File: src/rtl/uart_pkg.sv
// uart_pkg: state encoding, default line parameters and baud helpers
// shared by the UART receiver and transmitter.
package uart_pkg;
    typedef enum logic [1:0] {IDLE, START, DATA, STOP} state_t;
    localparam int DEF_CLK_SPEED = 12000000;
    localparam int DEF_BAUD_RATE = 19200;
    function automatic int baud_count(input int clk_speed, input int baud_rate);
        return clk_speed / baud_rate;
    endfunction
    function automatic int cnt_width(input int clk_speed, input int baud_rate);
        return $clog2(baud_count(clk_speed, baud_rate) + 1);
    endfunction
endpackage

File: src/rtl/uart_sync.sv
// uart_sync: two-flop synchronizer for an asynchronous pin, resetting to
// the idle-high line level.
module uart_sync (
    input  logic clk,
    input  logic rst,
    input  logic d,
    output logic q
);
    logic s1_q, s2_q;
    always_ff @(posedge clk or negedge rst) begin
        if (!rst) begin
            s1_q <= 1'b1;
            s2_q <= 1'b1;
        end else begin
            s1_q <= d;
            s2_q <= s1_q;
        end
    end
    assign q = s2_q;
endmodule

File: src/rtl/uartrx.sv
// uartrx: 8N1 UART receiver sampling mid-bit, with one-cycle valid/error strobes.
// Define UARTRX_MAJORITY_EN to take a 3-sample majority vote at each sample point.
import uart_pkg::*;

module uartrx #(
    parameter int CLK_SPEED = DEF_CLK_SPEED,
    parameter int BAUD_RATE = DEF_BAUD_RATE
) (
    input  logic       clk,
    input  logic       rst,
    input  logic       rx,
    output logic [7:0] rx_byte,
    output logic       rx_valid,
    output logic       rx_error,
    output logic       rx_busy
);
    localparam int BAUD_COUNT = baud_count(CLK_SPEED, BAUD_RATE);
    localparam int HALF       = BAUD_COUNT / 2;
    localparam int CW         = cnt_width(CLK_SPEED, BAUD_RATE);

    logic          rx_s, smp, tick_half, tick_full;
    logic          rx_dly_q;
    state_t        state_q, state_d;
    logic [CW-1:0] cnt_q, cnt_d;
    logic [2:0]    idx_q, idx_d;
    logic [7:0]    shift_q, shift_d, byte_q, byte_d;
    logic          valid_q, valid_d, err_q, err_d;

    uart_sync u_sync (.clk(clk), .rst(rst), .d(rx), .q(rx_s));

`ifdef UARTRX_MAJORITY_EN
    // Two stored samples plus the current one form the three-clock window.
    logic [1:0] hist_q;
    always_ff @(posedge clk or negedge rst) begin
        if (!rst) hist_q <= 2'b11;
        else      hist_q <= {hist_q[0], rx_s};
    end
    assign smp = (hist_q[1] & hist_q[0]) | (hist_q[1] & rx_s) | (hist_q[0] & rx_s);
`else
    assign smp = rx_s;
`endif

    assign tick_half = cnt_q == CW'(HALF - 1);
    assign tick_full = cnt_q == CW'(BAUD_COUNT - 1);

    always_comb begin
        state_d = state_q;
        cnt_d   = (state_q == IDLE) ? '0 : cnt_q + CW'(1);
        idx_d   = idx_q;
        shift_d = shift_q;
        byte_d  = byte_q;
        valid_d = 1'b0;
        err_d   = 1'b0;
        case (state_q)
            IDLE: if (rx_dly_q && !rx_s) begin
                state_d = START;
                cnt_d   = '0;
            end
            START: if (tick_half) begin
                state_d = smp ? IDLE : DATA;
                cnt_d   = '0;
                idx_d   = '0;
            end
            DATA: if (tick_full) begin
                shift_d[idx_q] = smp;
                idx_d          = idx_q + 3'd1;
                cnt_d          = '0;
                state_d        = (idx_q == 3'd7) ? STOP : DATA;
            end
            STOP: if (tick_full) begin
                state_d = IDLE;
                cnt_d   = '0;
                valid_d = smp;
                err_d   = !smp;
                byte_d  = smp ? shift_q : byte_q;
            end
            default: state_d = IDLE;
        endcase
    end

    always_ff @(posedge clk or negedge rst) begin
        if (!rst) begin
            state_q  <= IDLE;
            cnt_q    <= '0;
            idx_q    <= '0;
            shift_q  <= '0;
            byte_q   <= '0;
            valid_q  <= 1'b0;
            err_q    <= 1'b0;
            rx_dly_q <= 1'b1;
        end else begin
            state_q  <= state_d;
            cnt_q    <= cnt_d;
            idx_q    <= idx_d;
            shift_q  <= shift_d;
            byte_q   <= byte_d;
            valid_q  <= valid_d;
            err_q    <= err_d;
            rx_dly_q <= rx_s;
        end
    end

    assign rx_byte  = byte_q;
    assign rx_valid = valid_q;
    assign rx_error = err_q;
    assign rx_busy  = state_q != IDLE;
endmodule

File: config.mk
export PLATFORM = sky130hd
export DESIGN_NAME = uartrx
export DESIGN_NICKNAME = d
export VERILOG_FILES = /design/src/rtl/uart_pkg.sv /design/src/rtl/uart_sync.sv /design/src/rtl/uartrx.sv
export SDC_FILE = /design/constraint.sdc
export NUM_CORES = 1
export LEC_CHECK = 0
export ABC_AREA = 1
export CAP_MARGIN = 0
export CORE_UTILIZATION = 57
export DETAILED_ROUTE_END_ITERATION = 6
export PLACE_DENSITY_LB_ADDON = 0.05
export SYNTH_ARGS = -nofsm -noshare
export SYNTH_HDL_FRONTEND = slang
export SYNTH_SLANG_ARGS = --single-unit
File: constraint.sdc
create_clock -name clk -period 1.9 [get_ports clk]
set_input_delay 0.285 -clock clk [delete_from_list [all_inputs] [get_ports clk]]
set_output_delay 0.285 -clock clk [all_outputs]
set_load 0.01 [all_outputs]
==> impl_metrics.ini <==
[finish]
final_common_cell = nand2_1
layout_common_cells = nand2_1 (70), inv_1 (36), dfrtp_1 (32)
final_area_mm2 = 0.00206
antennaDiodeCount = 0
layout-drive-gt1-share_pct = 11.5
finalNetCount = 250
fin_util_pct = 68.0
area_growth_syn_to_layout_pct = 14.5

[timing]
tightest_slew_ns = 0.422
slew_headroom_pct = 71.9
fin_hold_ws_ns = 0.325
period_needed_ns = 1.81
maxSlewViolCount = 0
worst_slack_ns = 0.0903
finalCritPeriodShare_pct = 95.2
finalClockSkew_ns = 0.0239
finalSetupViolations = 0
rsz0062_at_grt = no
hold_viol_final = 0
setup_tns_ns = 0
fmaxAchievable_ghz = 0.553

[critical_path]
crit_chain = nor2_4, inv_1, clkdlybuf4s50_1
path_class = reg2out
cp_slowest_stage_delay_ns = 0.49
path_depth = 3
critical-path-top-delay-family = buffers and inverters
r2r_cells = 8
arrival_ns = 1.52
start_kind = flop
required_ns = 1.62
path_buf_inv = 2
crit_slowest_cell = dfrtp_2
cp-end-kind = primary output
critPathMaxFanout = 9

[global_routing]
grt_pass1_vias = 1324
grt_max_degree = 37
grt_pass1_wl_mm = 5.51
grt.overflow.total = 0
antenna_found_initial = 0
grt_use_total_pct = 21.9

[power]
power.leakage_nw = 1.09
ir_worst_vdd_mv = 0.509
power_density_mw_per_mm2 = 838

[clocking]
clockBufferDepth = 2
path_clk_slew_ns = 0.12
cts_buffers = 5
clock_sinks = 36
h-tree-depth = 2
cts_tree = done
post-cts-setup-buffers = 0
cts-root-buf = clkbuf_4
clk_latency_ns = 0.35

[logic_synthesis]
yosysUniqueCellTypes = 26
ys_ff_latch = 36
syn-cell-area_mm2 = 0.00180
ys_seq_area_share_pct = 50.3
syn-num-nets = 232
syn_inst = 225
syn_area_per_cell_um2 = 7.99
yosys_warnings = 0

[route]
first_iter_violations = 65
route.detailed.wl_per_inst_um = 11.4
dr.pass1.iters = 4
via_count = 1411
drc = 0
routed_via_density = 4.90
wirelength_mm = 3.28
drtAntennaViolNets = 0

[die]
die_y_um = 58.2
dieArea_mm2 = 0.00338
io_pins = 14
die_width_um = 58.2
initial_core_util_pct = 59.4
core_mm2 = 0.00303
rows = 20

[place]
place_congestion = 0.839
numPortBuffers = 13
hpwlAfterDp_mm = 2.43
placed_area_mm2 = 0.00197
pre_cts_ws_ns = 0.295

[worst_hold_path]
hold_class = in2async

[run_status]
status = finished, final reports clean

[flow_run]
max_cap_viol_count = 0
==> what timing repair did <==
| item | 4_1_cts | 5_1_grt |
|---|---|---|
| hold buffers | 0 | 0 |
| endpoints found under the setup margin | 1 | 1 |
| gates resized for setup | 1 | 2 |
| cloned | 0 | 0 |
==> worst paths after layout <==
kind	startpoint	endpoint	slack, ns
max in group asynchronous	rst	rx_dly_q$_DFF_PN1_	1.22
setup / recovery	flop	rx_busy	0.09
hold reg to reg	u_sync.s1_q$_DFF_PN1_	u_sync.q$_DFF_PN1_	0.36
hold / removal	rst	cnt_q[9]$_DFF_PN0_	0.33
min in group clk	rx	u_sync.s1_q$_DFF_PN1_	0.36
setup reg to reg	cnt_q[0]$_DFF_PN0_	flop	0.26
==> power breakdown <==
part	internal (mW)	switching [mW]
combinational	0.111	0.181
sequential	0.830	0.0647
clock	0.274	0.264
total	1.22	0.509
==> layer usage <==
| layer | global-route usage [%] | share of wire, % | wire length [µm] |
|---|---|---|---|
| met2 | 35.8 | 47 | 1560 |
| met1 | 27.3 | 47 | 1560 |
| met4 | 8.84 | 0.82 | 27 |
| met5 | 0 | 0 | 0 |
| met3 | 6.47 | 4.3 | 140 |
==> stage by stage <==
| stage | instances | power [mW] |
|---|---|---|
| global route | 288 | 1.82 |
| detailed placement | 280 | 1.20 |
| global placement | 280 | 1.19 |
| finish | 288 | 1.72 |
| CTS | 288 | 1.73 |
| floorplan | 225 | 1.11 |
==> kinds of logic after synthesis <==
logic type | Yosys count | synth area share [%]
adders and majority gates | 4 | 2.78
AOI/OAI and AO/OA | 9 | 3.48
DFF | 36 | 50.3
buffers and inverters | 42 | 9.67
xor gates and xnor gates | 2 | 0.974
and+or+nand+nor | 132 | 32.8
==> state kept, by name (all words and copies together), names as in the netlist, named ones only <==
name         flops
cnt_q           10
idx_q            3
rx_byte          8
rx_dly_q         1
rx_error         1
rx_valid         1
shift_q          8
state_q          1
u_sync.q         1
u_sync.s1_q      1
==> synth_stat cells (all sizes together) <==
cell type / n / area [µm²]
a21oi: 3 / 15.0
buf: 3 / 21.3
clkinv: 2 / 13.8
dfrtp: 33 / 826
dfstp: 3 / 78.8
ha: 4 / 50.1
inv: 37 / 139
nand2: 71 / 269
nand3: 20 / 118
nand3b: 1 / 7.51
nand4: 7 / 43.8
nor2: 27 / 121
nor3: 6 / 30.0
o21ai: 5 / 40.0
o21bai: 1 / 7.51
xnor2: 1 / 8.76
xor2: 1 / 8.76
==> area by class of cell <==
cell class | count | area [µm²]
multi-input cells | 147 | 727
well taps | 44 | 55.1
flip-flops and latches | 36 | 906
clock inverters | 3 | 42.5
fillers | 256 | 970
inverters | 39 | 153
clock buffers | 5 | 37.5
repair buffers | 14 | 138
(Power assumes the default switching activity.)
